### src/rtl/dmem_pkg.sv
// Shared types and sizing helpers for the synchronous data memory.
// State encoding, wait-counter width and word/offset/index geometry.
package dmem_pkg;

    typedef enum logic [1:0] {
        IDLE = 2'd0,
        WAIT = 2'd1,
        RESP = 2'd2
    } dmem_state_e;

    localparam int CNT_W          = 4;
    localparam int DEFAULT_DATA_W = 32;
    localparam int DEFAULT_DEPTH  = 32;
    localparam int BYTES_PER_WORD = DEFAULT_DATA_W / 8;
    localparam int OFFSET_W       = $clog2(BYTES_PER_WORD);
    localparam int IDX_W          = $clog2(DEFAULT_DEPTH);

    function automatic int bytes_per_word(input int data_w);
        return data_w / 8;
    endfunction

    function automatic int offset_w(input int data_w);
        return (data_w > 8) ? $clog2(data_w / 8) : 0;
    endfunction

    // A one-word array still needs a 1-bit index port.
    function automatic int idx_w(input int depth);
        return (depth > 1) ? $clog2(depth) : 1;
    endfunction

endpackage

### src/rtl/dmem_byte_array.sv
// DEPTH x DATA_W storage with per-byte write enables and a registered read port.
// The read register only updates on rd_en_i, so it holds the last read word.
module dmem_byte_array
    import dmem_pkg::*;
#(
    parameter int DATA_W = DEFAULT_DATA_W,
    parameter int DEPTH  = DEFAULT_DEPTH,
    parameter int IX_W   = idx_w(DEFAULT_DEPTH)
) (
    input  logic                  clk_i,
    input  logic                  rst_i,
    input  logic [IX_W-1:0]       idx_i,
    input  logic [DATA_W/8-1:0]   byte_we_i,
    input  logic [DATA_W-1:0]     wdata_i,
    input  logic                  rd_en_i,
    output logic [DATA_W-1:0]     rdata_o
);

    localparam int NB = bytes_per_word(DATA_W);

    logic [DATA_W-1:0] mem [DEPTH];

    always_ff @(posedge clk_i) begin
        for (int b = 0; b < NB; b++) begin
            if (byte_we_i[b]) begin
                mem[idx_i][8*b +: 8] <= wdata_i[8*b +: 8];
            end
        end
    end

    always_ff @(posedge clk_i) begin
        if (rst_i) begin
            rdata_o <= '0;
        end else if (rd_en_i) begin
            rdata_o <= mem[idx_i];
        end
    end

endmodule

### src/rtl/data_memory_sync.sv
// Word-organised RAM with byte-enable writes, req/ready/done handshake and LATENCY wait states.
// Optional DMEM_BOUNDS_CHECK_EN rejects out-of-range or misaligned accesses with err_o.
module data_memory_sync
    import dmem_pkg::*;
#(
    parameter int DATA_W  = DEFAULT_DATA_W,
    parameter int DEPTH   = DEFAULT_DEPTH,
    parameter int ADDR_W  = 32,
    parameter int LATENCY = 0
) (
    input  logic                  clk_i,
    input  logic                  rst_i,
    input  logic                  req_i,
    input  logic                  we_i,
    input  logic [ADDR_W-1:0]     addr_i,
    input  logic [DATA_W-1:0]     wdata_i,
    input  logic [DATA_W/8-1:0]   be_i,
    output logic                  ready_o,
    output logic                  done_o,
    output logic [DATA_W-1:0]     rdata_o,
    output logic                  err_o
);

    localparam int NB    = bytes_per_word(DATA_W);
    localparam int OFF_W = offset_w(DATA_W);
    localparam int IX_W  = idx_w(DEPTH);
    localparam logic [CNT_W-1:0] LAT_CNT = CNT_W'(LATENCY);

    dmem_state_e state_q, state_d;
    logic [CNT_W-1:0] cnt_q, cnt_d;

    logic              we_q;
    logic [ADDR_W-1:0] addr_q;
    logic [DATA_W-1:0] wdata_q;
    logic [NB-1:0]     be_q;

    logic              accept;
    logic              access;
    logic              access_en;
    logic              acc_we;
    logic [ADDR_W-1:0] acc_addr;
    logic [DATA_W-1:0] acc_wdata;
    logic [NB-1:0]     acc_be;
    logic [ADDR_W-1:0] word_addr;
    logic [IX_W-1:0]   acc_idx;
    logic              acc_err;
    logic [NB-1:0]     byte_we;
    logic              rd_en;

    assign ready_o = (state_q != WAIT);
    assign done_o  = (state_q == RESP);
    assign accept  = req_i & ready_o;

    always_comb begin
        state_d = state_q;
        cnt_d   = cnt_q;
        access  = 1'b0;
        case (state_q)
            IDLE, RESP: begin
                state_d = IDLE;
                if (accept) begin
                    if (LATENCY == 0) begin
                        state_d = RESP;
                        access  = 1'b1;
                    end else begin
                        state_d = WAIT;
                        cnt_d   = LAT_CNT;
                    end
                end
            end
            WAIT: begin
                cnt_d = cnt_q - CNT_W'(1);
                if (cnt_q == CNT_W'(1)) begin
                    state_d = RESP;
                    access  = 1'b1;
                end
            end
            default: state_d = IDLE;
        endcase
    end

    always_ff @(posedge clk_i) begin
        if (rst_i) begin
            state_q <= IDLE;
            cnt_q   <= '0;
        end else begin
            state_q <= state_d;
            cnt_q   <= cnt_d;
        end
    end

    always_ff @(posedge clk_i) begin
        if (accept) begin
            we_q    <= we_i;
            addr_q  <= addr_i;
            wdata_q <= wdata_i;
            be_q    <= be_i;
        end
    end

    // With zero wait states the access happens on the accept edge itself,
    // so the request is taken straight from the ports.
    assign acc_we    = (LATENCY == 0) ? we_i    : we_q;
    assign acc_addr  = (LATENCY == 0) ? addr_i  : addr_q;
    assign acc_wdata = (LATENCY == 0) ? wdata_i : wdata_q;
    assign acc_be    = (LATENCY == 0) ? be_i    : be_q;

    assign word_addr = acc_addr >> OFF_W;
    assign acc_idx   = word_addr[IX_W-1:0];
    assign access_en = access & ~rst_i;

`ifdef DMEM_BOUNDS_CHECK_EN
    localparam logic [ADDR_W-1:0] OFF_MASK = ADDR_W'((1 << OFF_W) - 1);
    logic err_q;

    assign acc_err = (word_addr >= ADDR_W'(DEPTH)) || ((acc_addr & OFF_MASK) != '0);

    always_ff @(posedge clk_i) begin
        if (rst_i) begin
            err_q <= 1'b0;
        end else if (access_en) begin
            err_q <= acc_err;
        end
    end

    assign err_o = done_o & err_q;
`else
    logic unused_addr_bits;

    assign acc_err          = 1'b0;
    assign err_o            = 1'b0;
    assign unused_addr_bits = ^{word_addr, acc_addr};
`endif

    assign byte_we = {NB{access_en & acc_we & ~acc_err}} & acc_be;
    assign rd_en   = access_en & ~acc_we & ~acc_err;

    dmem_byte_array #(
        .DATA_W (DATA_W),
        .DEPTH  (DEPTH),
        .IX_W   (IX_W)
    ) u_array (
        .clk_i     (clk_i),
        .rst_i     (rst_i),
        .idx_i     (acc_idx),
        .byte_we_i (byte_we),
        .wdata_i   (acc_wdata),
        .rd_en_i   (rd_en),
        .rdata_o   (rdata_o)
    );

endmodule

### config.mk
export PLATFORM = sky130hd
export DESIGN_NAME = data_memory_sync
export DESIGN_NICKNAME = d
export VERILOG_FILES = /design/src/rtl/dmem_pkg.sv /design/src/rtl/dmem_byte_array.sv /design/src/rtl/data_memory_sync.sv
export SDC_FILE = /design/constraint.sdc
export NUM_CORES = 1
export LEC_CHECK = 0
export BUFFER_PORTS_ARGS = -buffer_cell sky130_fd_sc_hd__buf_2
export CORE_ASPECT_RATIO = 2
export CORE_MARGIN = 3
export CORE_UTILIZATION = 50
export CTS_CLUSTER_SIZE = 8
export DETAILED_ROUTE_END_ITERATION = 10
export PLACE_DENSITY = 0.68
export SLEW_MARGIN = 10
export SYNTH_ARGS = -nofsm -noshare
export SYNTH_HDL_FRONTEND = slang
export SYNTH_SLANG_ARGS = --single-unit
### constraint.sdc
create_clock -name clk_i -period 4.6 [get_ports clk_i]
set_clock_uncertainty 0.1 [all_clocks]
set_input_delay 0.92 -clock clk_i [delete_from_list [all_inputs] [get_ports clk_i]]
set_output_delay 0.92 -clock clk_i [all_outputs]
set_load 0.02 [all_outputs]
# After elaboration in Yosys (flattened, before gate mapping)
# Memories as Yosys holds them, arrays and structs flattened. A register that Yosys moved wholly into a read port is not among the register bits.
# Index checks and enable logic that the tools add are counted.
# op_classes
n_mux,14
bitwise,7
mul,0
n_eq_ne,5
shift,0
addsub,1
div,0
order_cmp,0
n_reduce_logical,2
# ops
operator,count
$mux 1,10
$and 1x1->1,4
$and 4x4->4,1
$eq 4x1->1 const B,1
$mux 2,2
$pmux 2 s2,1
$sub 4x1->4 const B,1
$eq 2x1->1 const B,1
$eq 2x2->1 const B,1
$logic_not 2->1,1
$ne 2x1->1 const B,1
$ne 2x2->1 const B,1
$not 1->1,2
$pmux 1 s2,1
$reduce_or 2->1,1
# word_totals
out_inout_bits,35
mem_count,1
ff_bits,6
ram_bits,1024
elab_cells,32
inputBits,72
latch_bits,0
romBits,0
# memory_table
name,depth,width,rd,rd_clocked_by_memory_dff,write_ports,line,text
u_array.mem,32,32,1,1,1,dmem_byte_array.sv:21,logic [DATA_W-1:0] mem [DEPTH];

# Logic depth before layout (Yosys ltp)
# Gate-level depths: netlist (run 1).
# logic_depth
word_depth,9
depth_mapped,9
mapped_depth_nobuf,5

# Modules after synthesis
# Synthesis (run 1) repeated with hierarchy kept, for this count alone.
# hier_totals
hier_cells,2126
area_unflattened_um2,40700.3
# by_module_without_submodules
module,instances,cells_per_inst,area_each_um2,seq_area_each_um2
dmem_byte_array,1,2115,40603.9,31390.1
data_memory_sync,1,11,96.3,20.0

# Worst setup path before layout (run 1)
# OpenSTA, ideal clock, no wires.
# synth_timing
path_type,input to register
from,input port addr_i[2]
to,memory u_array.mem[10][0] (netlist bit) (enable)
slack_ps,1629
stages,8
setup_time_ps,370
t_required_ps,4130
path_buffers,5
arrival_time_ps,2500
cell_sequence,buf_4 > buf_6 > buf_6 > buf_6 > buf_2 > nor2b_1 > nand2_1 > nor2_1
# synth_lines
item,line,text
start: declaration,data_memory_sync.sv:15,"input logic [ADDR_W-1:0] addr_i,"
end: declaration,dmem_byte_array.sv:21,
# Straight into the memory's write port.

# Worst setup path in the final report (run 1)
# layout_timing
from,input port addr_i[2]
to,memory u_array.mem[17][3] (netlist bit) (enable)
# Straight into the memory's write port.

==> results.txt, run 1 <==
* Initial Util: 0.5068
- After routing, the total negative slack on setup checks comes to 0 ns.
* Placer's final routability congestion estimate: 0.8223
- Dividing the final minimum period by the clock period gives 0.7109.
- Post-synthesis instance area: 41390 um^2
- R2r endpoint: u_array.rdata_o[15]$_SDFFE_PP0P_
- For this design the static power due to leakage is 15.67 nW.
* Largest net degree at the start of global routing: 97
- Of the total power, the clock network draws 0.460.
- Wire segments on met3 add up to 5.616 mm in the final route.
- Count of instances resized after the clock tree is built: 0
* Met2 Wirelength: 55.65 mm
* Number of global-route vias before repair: 22840
- Library cells used by synthesis: 49
- Std-Cell Rows: 148
- Endpoint with the worst hold slack: u_array.rdata_o[16]$_SDFFE_PP0P_
* Clock buffer count from CTS: 150
- Register share of total power: 0.497
- The die covers 86480 um^2.
- Measured against its own limit, the worst slew margin works out to 0.2561.
- Power density over cell area: 451.9 nW/um^2
* Count of buffers inserted at the top-level ports: 77
* Unrepaired setup endpoints after global routing: no
- For this run the aggregate overflow at the end of global routing stands at 0.
* Count of endpoints failing setup in the final report: 0
- The number of hold buffers added after CTS was 0.
* Remaining DRCs: 0
- Max Clock Freq: 305.8 MHz
* Arrival time of data at the critical path endpoint: 3.50 ns
* Number of cells produced by synthesis: 2213
- Cell at the root of the clock tree: clkbuf_16
- Once detail routing completed, the nets flagged for antenna violations numbered 0.
- TritonCTS built the clock tree.
- The number of failing hold endpoints at the final stage was 0.
- Clock-pin slew was measured on the worst setup and hold paths at 0.05 ns.
- Metal1 wirelength: 34.93 mm
* Horizontal die dimension: 209.4 um
* Total power after layout: 21.44 mW
- Total routed wirelength: 102.1 mm
- Data required time of the worst path: 4.83 ns
- Summing over every cut layer, the via total after detailed routing is 21670.
- Highest fanout seen on the critical path: 67
* Synthesis-stage register bit count: 1057
- The worst path needs 3.270 ns of the cycle, external delays included.
- Ratio of routed vias to standard cells: 6.087
- Count of max-cap constraint violations: 0
- In this run, synthesis inferred 1024 flip-flops with an integrated enable.
- For this run, asynchronously set or reset flops after synthesis account for 0.
* Actual slew at the worst max-slew pin: 1.116 ns
- Core region area: 81660 um^2
- Post-synth top flop: edfxtp_1
- The library cell used most frequently in the layout, excluding fill and tap cells, is edfxtp_1.
- Once the clock tree was built, the setup fixing pass inserted 0 buffers.
- Internal power: 16.95 mW
- The detailed router finished its first iteration with 1802 violations.
* Type of element launching the critical path: input port
- The critical path is of the in -> reg type.
* Highest metal layer used by the detailed router: met4
- After routing the design area is 47440 um^2.
* Insertion delay to the later sink of the worst-skew pair: 0.71 ns
* Net switching fraction of the power: 0.2092
- Height of the die: 412.9 um
- The tree built by TritonCTS fans out to 1057 sinks.
- Outcome: complete, no violations
* Worst Reg-to-Reg Cells: 5
* Top-Level Pins: 107
- The number of antenna violations at the first check in global routing came to 1.
- The first global-routing pass estimated 149.4 mm of wire.
- Fraction of final layout cells sized beyond drive strength 1: 0.2212
- After detailed placement, the total cell area comes to 43240 um^2.
- Along the worst hold path, the cell count comes to 2.
* CTS HTree Levels: 4
* Mapped Avg Cell Area: 18.70 um^2
* Number of pins with negative max-slew slack in the final report: 0
- The area growth from synthesis to layout is 14.61%.
- For this run, the register share of the synthesized area comes to 0.7589.
- The share of synthesized area in the top cell type comes to 0.7429.
- The number of nets handed over by synthesis was 2285.
- Combinational group share of total power: 0.044
* Hold path startpoint: u_array.rdata_o[16]$_SDFFE_PP0P_
- Cell types with the largest area share after synthesis: edfxtp_1, mux4_2, mux2i_1, dfxtp_1, nor2_1
- The pre-antenna-repair detailed-routing pass consisted of 5 iterations.
- Register-to-register setup slack: 2.57 ns
- Across the VDD grid, the largest voltage drop is 0.0003075 V.
- Average wire per standard cell: 28.69 um
- The clock passes through at most 3 buffers.
- Yosys printed 0 warnings.
- The largest total area in the synthesized netlist belongs to edfxtp_1.
- STA classifies the critical path endpoint as a flop.
- Detailed placement finished with a half-perimeter wire length of 66.01 mm.
- In this run the critical register-to-register path is launched from u_array.mem[17][15]$_DFFE_PP_.
- Worst min-delay path class: reg -> reg
- Leaving out fill and tap cells, the most frequent cells in the layout are edfxtp_1, mux2i_1, nor2_1, clkbuf_16, mux4_2.
* Net switching power of the design: 4.483 mW
- Tot GR Track Use: 0.2366
* # nets final: 2501
## per-stage QoR
stage / setup WS [ns] / util / std cells / hold slack, ns
2_1_floorplan: 1.629 / - / 2213 / 0.4830
3_3_place_gp: 0.7046 / 0.5295 / 3327 / 0.4143
3_5_place_dp: 0.6321 / 0.5295 / 3327 / 0.4037
4_1_cts: 1.379 / 0.5809 / 3559 / 0.4180
5_1_grt: 1.245 / 0.5809 / 3559 / 0.4416
6_report: 1.330 / 0.5809 / 3560 / 0.4214
## per-layer routing
metal,track usage,vias up
met4,0.1290,0
met2,0.4327,912
met5,0,-
met3,0.03721,282
met1,0.2624,11150
li1,-,9324
## registers in the layout, indices dropped and copies added (netlist names)
signal           count
state_q              1
u_array.mem       1024
u_array.rdata_o     32
## kinds of logic (layout without fill, tap and decap cells)
family                 Yosys count  count (layout)  share of synthesized area
AND/OR/NAND/NOR                421             421                    0.04849
AO/OA/AOI/OAI                  193             193                    0.03171
flip-flops                    1057            1057                     0.7589
buffers and inverters          130             426                    0.01971
multiplexers                   410             410                     0.1410
other                            2               3                  0.0001814
## worst max path at each step
stage                    from                            to  slack [ns]  cells past startpoint
floorplan           addr_i[2]  u_array.mem[10][0]$_DFFE_PP_        1.63                      8
global placement    addr_i[2]  u_array.mem[17][5]$_DFFE_PP_        0.70                      4
detailed placement  addr_i[2]  u_array.mem[17][5]$_DFFE_PP_        0.63                      4
CTS                 addr_i[2]  u_array.mem[17][3]$_DFFE_PP_        1.38                      4
global route        addr_i[2]  u_array.mem[17][6]$_DFFE_PP_        1.24                      4
finish              addr_i[2]  u_array.mem[17][3]$_DFFE_PP_        1.33                      4
## area by class of cell
type	count	area, um^2
well taps	1050	1314
diodes	1	2.502
fillers	5851	34230
multi-input cells	1026	9188
clock inverters	11	133.9
inverters	2	7.507
flip-flops and latches	1057	31410
repair buffers	192	1320
clock buffers	221	4063
## Yosys cell counts (all sizes together) (2+ instances only)
cell type,number
and3,5
a21oi,47
o21ai,34
a32o,2
buf,99
mux4,135
inv,2
nor4,19
nor3,3
or4,13
edfxtp,1024
o22ai,63
a21o,13
nand4,27
nand3,51
mux2i,240
nand2b,9
nand4bb,4
nor2,164
nand2,108
dfxtp,33
a22oi,2
nand3b,2
or4b,2
a221oi,2
conb,2
mux2,35
nor2b,6
clkbuf,29
nand4b,4
a41oi,29
## power groups by stage
stage          Sequential, mW  Clock (mW)  Combinational, mW
2_1_floorplan            10.8           0              0.520
3_3_place_gp             10.8           0              0.913
3_5_place_dp             10.8           0              0.939
4_1_cts                  10.6        9.98              0.944
5_1_grt                  10.6        10.4              0.991
6_report                 10.6        9.85              0.939
## critical path: stages
cell     delay [ns]
buf_8          0.56
nor2b_2        0.70
nand2_1        0.48
nor2_1         0.80
No activity file was read; power rests on OpenSTA's default activity.
==> inputs of run 2 (changes only) <==
Settings changed: ABC_AREA set to 1, PLACE_DENSITY 0.68 to 0.71.
Clock period 4.6 ns to 2.65 ns, I/O delays scaled along.
==> run 2 against run 1 <==
Flip-flop and latch count did not move. Power up 77%. Count of clock-buffer cells in the layout grew 20. Critical path depth shrank 3. Design area grew 7.7%. Largest cell class unchanged. Highest routed layer is now met5.
==> results.txt, run 2 <==
* Slowest cell delay on critical path: 0.44 ns
* Horizontal die dimension: 216.0 um
- In this run the deepest clock path goes through 3 buffers.
* Number of cells produced by synthesis: 4263
- Register ranked first by flip-flop count: u_array.mem
* Placer's final routability congestion estimate: 0.8773
* Post-synthesis instance area: 44110 um^2
* Filler cell count: 6985
- Most frequent cells after synthesis: nand2_1, edfxtp_1, nor2_1
* Largest net degree at the start of global routing: 114
- Post-synth EDFFs: 1024
- Of the total power, the share spent switching nets is 0.2178.
* Leakage power of the design: 21.11 nW
- Among all flip-flop cells after synthesis, the most frequent one is edfxtp_1.
* Detail Route Antenna Nets: 0
* Number of setup buffers added after CTS: 0
- STA classifies the critical path startpoint as a flop.
* Worst min-delay path class: in -> reg
* Remaining DRCs: 0
- Cell at the root of the clock tree: clkbuf_16
- Number of sinks handled by clock tree synthesis: 1057
* Core region area: 87290 um^2
- The share of total power dissipated in the clock network is 0.461.
- In this run the critical register-to-register path is captured at u_array.rdata_o[12]$_SDFFE_PP0P_.
* Top-Level Pins: 107
- # nets final: 4577
- Ratio of routed vias to standard cells: 5.241
- Max Clock Freq: 502.3 MHz
- The register with the most flip-flops in the layout has 1024 of them.
- In this run, post-CTS repair resized a total of 0 instances.
* Count of max-cap constraint violations: 0
* CP delay by family, top: flip-flops
* Start-to-end type of the worst setup path: reg -> out
* Mapped Avg Cell Area: 10.35 um^2
- Initial Util: 0.5053
- STA classifies the critical path endpoint as a primary output.
- The number of global-route vias before repair came to 30290.
- The worst path needs 1.991 ns of the cycle, external delays included.
- Most used cells in the layout excluding fill and tap cells: nand2_1, edfxtp_1, buf_4, nor2_1, clkbuf_16
- For the pin with the worst max-slew slack, the measured transition is 0.7842 ns.
- Outcome: complete, no violations
* Sequential element share of the synthesized area: 0.7121
- Count of buffers inserted at the top-level ports: 77
- DIE AREA: 92040 um^2
- Number of instances on the worst hold path: 4
- Data on the critical path arrives at its endpoint at 1.36 ns.
- Register-to-register setup slack: 1.19 ns
- Hold-fix buffers, CTS: 0
* Register share of total power: 0.486
- After floorplanning, the core was divided into 153 placement rows.
- Detailed router's first-iteration violation count: 2592
* Yosys Warn Count: 0
- CTS tree: built
- Along the worst path, the maximum fanout reaches 2.
- The clock reaches the later pin of the worst-skew pair after 0.71 ns.
- Slew HR: 0.4772
- Combinational group share of total power: 0.052
* Global-route wire length before repair: 173.7 mm
- Of the cells placed in the final design, the portion with a size suffix greater than 1 is 0.1060.
* Clock-pin slew on the worst setup and hold paths: 0.05 ns
- Library cells used by synthesis: 21
* Tot GR Track Use: 0.2507
* Largest registers: u_array.mem (1024), u_array.rdata_o (32), state_q (1)
* CTS HTree Levels: 4
- Count of endpoints failing setup in the final report: 0
* Worst Reg-to-Reg Cells: 10
- Worst r2r src: u_array.mem[14][12]$_DFFE_PP_
* Clock buffer count from CTS: 150
- Library cell occupying the most area in the post-synthesis netlist: edfxtp_1
- The number of failing hold endpoints at the final stage was 0.
- Power density over cell area: 743.4 nW/um^2
* Via count: 30240
- Final hold analysis gives a worst-case slack of 0.1834 ns.
- Placed wire-length estimate: 71.38 mm
- Share of the synthesized area in the top cell type: 0.6971
- Internal power: 29.71 mW
- Max VDD drop: 0.0005574 V
- Summed over all layers, the global routing overflow is 0.
- Measured along the y axis, the die boundary spans 426.1 um.
- Synthesis produced a netlist with a net count of 4335.
- Endpoint with the worst hold slack: state_q[1]$_SDFF_PP0_
- From synthesis to final layout, the design area changed by 15.84%.
- Proportion of register bits with asynchronous set or reset after synthesis: 0
- Average wire per standard cell: 20.01 um
- Unrepaired setup endpoints after global routing: no
* Count leader, synth: nand2_1
- Final period util: 0.7512
- Leaving out fill and tap cells, the most frequent cell in the layout is nand2_1.
- Critical-path top delay cell: dfxtp_1
- Buf/Inv on CP: 1
- Data required time of the worst path: 2.02 ns
- Synthesis-stage register bit count: 1057
* Number of pins with negative max-slew slack in the final report: 0
- In this run the most critical hold path is launched from req_i.
* Antenna violations before repair: 4
- Detailed-routing iteration count for the pre-antenna-repair pass: 6
- After synthesis, the cell types taking the most area are edfxtp_1, nand2_1, nor2_1, dfxtp_1, buf_2.
- Critical Path, Cell by Cell: buf_2
- For the final routed database, the setup TNS stands at 0 ns.
- Wires add up to 115.4 mm.
- Net switching power of the design: 8.275 mW
-- run 2: final cells by class --
cell class / count / area (um^2) / share of cell area
Clock inverter: 10 / 110.1 / 0.002155
Tap cell: 1162 / 1454 / 0.02845
Clock buffer: 241 / 4223 / 0.08264
Antenna cell: 3 / 7.507 / 0.0001469
Multi-Input combinational cell: 2892 / 11150 / 0.2181
Sequential cell: 1057 / 31410 / 0.6147
Timing Repair Buffer: 303 / 2349 / 0.04596
Inverter: 101 / 399.1 / 0.007811
-- run 2: worst max path at each step --
stage                                           startpoint                             to  depth (start not counted)
final                     u_array.rdata_o[30]$_SDFFE_PP0P_                    rdata_o[30]                          1
after global routing      u_array.rdata_o[30]$_SDFFE_PP0P_                    rdata_o[30]                          1
after detailed placement                         addr_i[4]  u_array.mem[29][24]$_DFFE_PP_                          6
after floorplan                                  addr_i[3]    u_array.mem[0][0]$_DFFE_PP_                          6
after global placement                           addr_i[4]  u_array.mem[29][11]$_DFFE_PP_                          6
after CTS                 u_array.rdata_o[30]$_SDFFE_PP0P_                    rdata_o[30]                          1
-- run 2: cells by family after synthesis --
kind of cell,count (synthesis),synth area share
AND/OR/NAND/NOR,2849,0.2477
buffers and inverters,314,0.03529
other,2,0.0001703
flip-flops,1057,0.7121
AO/OA/AOI/OAI,41,0.004737
-- run 2: power by group through the flow --
stage | clock [mW] | sequential (mW) | combinational, mW
floorplan | 0 | 18.8 | 1.10
global placement | 0 | 18.8 | 1.93
detailed placement | 0 | 18.8 | 1.97
CTS | 17.7 | 18.5 | 1.99
global route | 18.5 | 18.5 | 2.20
finish | 17.5 | 18.5 | 1.99
-- run 2: per-stage QoR --
stage                     area (um^2)  setup slack (ns)  utilization  power (mW)  cells
final                           51100            0.6593       0.5854       37.99   5769
after global routing            51100            0.6246       0.5853       39.12   5768
after CTS                       51090            0.6406       0.5853       38.17   5766
after detailed placement        46760            0.1312       0.5356       20.76   5515
after global placement          46760            0.1490       0.5356       20.71   5515
after floorplan                 44110            0.4109            -       19.93   4263
-- run 2: metal layers --
metal,wire (um),GRT usage
met5,11,0
met4,8505,0.1710
met3,7053,0.03910
met2,60860,0.4523
met1,39000,0.2692
==> inputs of run 3 (changes only) <==
Settings changed: ABC_AREA 1 to 0, PLACE_DENSITY 0.71 to 0.68.
Clock period 2.65 ns to 2.07 ns, I/O delays scaled along.
==> run 3 against run 2 <==
Setup slack got worse by 0.61 ns. Register-to-register slack worse by 1.1 ns. First-iteration DRC count shrank 23%. Non-clock buffer count up 23. Critical path type is now in -> reg. Highest routed layer is now met4.
==> results.txt, run 3 (same netlist as run 1, synthesis figures left out) <==
- Count of endpoints failing setup in the final report: 0
* Slew HR: 0.5157
- Post-DP Area: 46130 um^2
- The worst register-to-register path begins at u_array.mem[25][0]$_DFFE_PP_.
- Leaving out fill and tap cells, the most frequent cell in the layout is edfxtp_1.
* R2r endpoint: u_array.rdata_o[0]$_SDFFE_PP0P_
- The H-tree was split into 4 levels.
- The floorplan step defined a core boundary enclosing 81660 um^2.
- Detailed placement finished with a half-perimeter wire length of 72.16 mm.
- STA classifies the critical path startpoint as an input port.
* CTS tree: built
* Post-layout worst setup margin: 0.04459 ns
- Counting buffers and inverters, the worst setup path is 8 cells deep.
* Std-Cell Rows: 148
- After layout, the minimum clock period comes to 2.025 ns.
* Slowest cell delay on critical path: 0.55 ns
- Detailed-routing iteration count for the pre-antenna-repair pass: 5
* Top-Level Pins: 107
* Placer's final routability congestion estimate: 0.8654
- The global routing stage identified its most utilized layer as met2.
- Of all nets on the critical path, the largest fanout is 8.
* Number of global-route vias before repair: 24090
- Horizontal die dimension: 209.4 um
- The tree is rooted in a clkbuf_16.
- Clock Path Buffers: 3
- The final max-slew violation count was 0.
* Average wire per standard cell: 28.73 um
- VDD sags by at most 0.0007906 V.
- Power density over cell area: 961.3 nW/um^2
* Total power after layout: 48.57 mW
* Actual slew at the worst max-slew pin: 0.7199 ns
- The first global-routing pass estimated 157.0 mm of wire.
* Fraction of final layout cells sized beyond drive strength 1: 0.3165
- The number of antenna violations at the first check in global routing is 3.
* Crit path capture: u_array.mem[29][3]$_DFFE_PP_
- Height of the die: 412.9 um
- Detail Route Antenna Nets: 0
- Clock buffer count from CTS: 150
* Critical Path, Cell by Cell: buf_2, dlygate4sd3_1, nor2b_1, buf_4, and3_1, buf_12, nand2_4, nor2_4
* Worst slack at placement: -0.5116 ns
- The final layout contains routed wiring with a total length of 106.8 mm.
- The register with the most flip-flops in the final layout is u_array.mem.
* Critical-path top delay cell: dlygate4sd3_1
- Via count: 22460
* Max Clock Freq: 493.7 MHz
* Layout Area Growth over Synthesis: 22.07%
- Largest registers: u_array.mem (1024), u_array.rdata_o (32), state_q (1)
- Entering global routing, the biggest net connects 33 pins.
- For this run, design rule violations remaining after detail routing come to 0.
- Setup repair after global routing left no endpoint under its margin.
* Most used cells in the layout excluding fill and tap cells: edfxtp_1, mux2i_1, buf_4, clkbuf_16, mux4_2
- The number of cells on the worst reg-to-reg path is 7.
* Buf/Inv on CP: 4
- Clock-pin slew was measured on the worst setup and hold paths at 0.05 ns.
* Final Instance Area: 50530 um^2
* Register-to-register setup slack: 0.13 ns
* Endpoint class of the critical path: flop
- Number of sinks handled by clock tree synthesis: 1057
- After the last flow step, the layout net total stands at 2635.
* DIE AREA: 86480 um^2
* Detailed router's first-iteration violation count: 1997
- For this configuration, the core starts out at a cell density of 0.5068.
- Tot GR Track Use: 0.2497
- Count of buffers inserted at the top-level ports: 77
* Worst min-delay path class: in -> reg
- For met3 alone, demand over resource in global routing was 0.04283.
- On the critical path the largest part of the delay comes from buffers and inverters.
* Count of max-cap constraint violations: 0
- Ratio of routed vias to standard cells: 6.040
- Summed over all layers, the global routing overflow is 0.
- Start-to-end type of the worst setup path: in -> reg
- For met1 alone, demand over resource in global routing was 0.2815.
- At the later pin of the worst-skew pair, clock insertion delay measures 0.73 ns.
- Outcome: complete, no violations
* Final period util: 0.9785
* Timing startpoint of the critical path: rst_i
- Arrival time of data at the critical path endpoint: 2.31 ns
* Met2 GRT Util: 0.4520
- In this run the static leakage power is 16.82 nW.
* Data required time of the worst path: 2.35 ns
* Smallest hold slack: 0.1332 ns
- Number of flip-flops under the largest register name: 1024
- Summed over all failing endpoints, the final setup total negative slack is 0 ns.
- Final count of hold timing violations: 0
[run 3: changes by cell type in the layout (fill, tap and decap cells not counted), moves of 93 or more]
cell     change
inv_1       -93
nor2_4     +116
mux2i_1    +240
mux4_2     +135
nor2_1     -158
nand2_1   -2460
[run 3: layer usage]
metal,vias to the layer above,share of wire
met5,-,0
met4,0,0.056
met3,297,0.056
met2,926,0.54
met1,11600,0.35
li1,9632,-
[run 3: worst min path at each step]
stage | start | depth (start not counted) | to | slack [ns]
4_1_cts | wdata_i[17] | 1 | u_array.mem[2][17]$_DFFE_PP_ | 0.10
2_1_floorplan | wdata_i[0] | 0 | u_array.mem[0][0]$_DFFE_PP_ | 0.41
3_5_place_dp | u_array.rdata_o[11]$_SDFFE_PP0P_ | 2 | u_array.rdata_o[11]$_SDFFE_PP0P_ | 0.42
6_report | wdata_i[16] | 1 | u_array.mem[21][16]$_DFFE_PP_ | 0.13
5_1_grt | wdata_i[31] | 1 | u_array.mem[27][31]$_DFFE_PP_ | 0.14
3_3_place_gp | u_array.rdata_o[11]$_SDFFE_PP0P_ | 2 | u_array.rdata_o[11]$_SDFFE_PP0P_ | 0.42
[run 3: what timing repair did]
item | in CTS | in global routing
buffers inserted | 0 | 1
endpoints found under the setup margin | 0 | 251
resized for setup | 0 | 4
hold buffers | 2 | 0
endpoints found under the hold margin | 1 | 0
[run 3: cell type report]
cell class	instances	area, um^2
diodes	1	2.502
clock buffers	246	4220
clock inverters	10	116.4
fillers	5631	31140
inverters	2	7.507
multi-input cells	1026	10250
flip-flops and latches	1057	31410
well taps	1050	1314
repair buffers	326	3207
[run 3: metrics by stage]
stage	cells	utilization
4_1_cts	3716	0.6183
6_report	3718	0.6187
3_3_place_gp	3458	0.5649
3_5_place_dp	3458	0.5649
2_1_floorplan	2213	-
5_1_grt	3717	0.6187
[run 3: worst reg2reg max path, cell delays in order (launching register included)]
cell	delay [ns]
edfxtp_1	0.38
mux4_2	0.49
a22oi_1	0.20
buf_4	0.15
nor2_1	0.05
nor4_1	0.21
buf_4	0.18
a21oi_1	0.07
[run 3: power by group]
group          total (mW)  internal (mW)  switching, mW
Combinational        2.48          0.939           1.54
Sequential           23.7           23.6         0.0648
Clock                22.4           13.8           8.65
Total                48.6           38.3           10.3
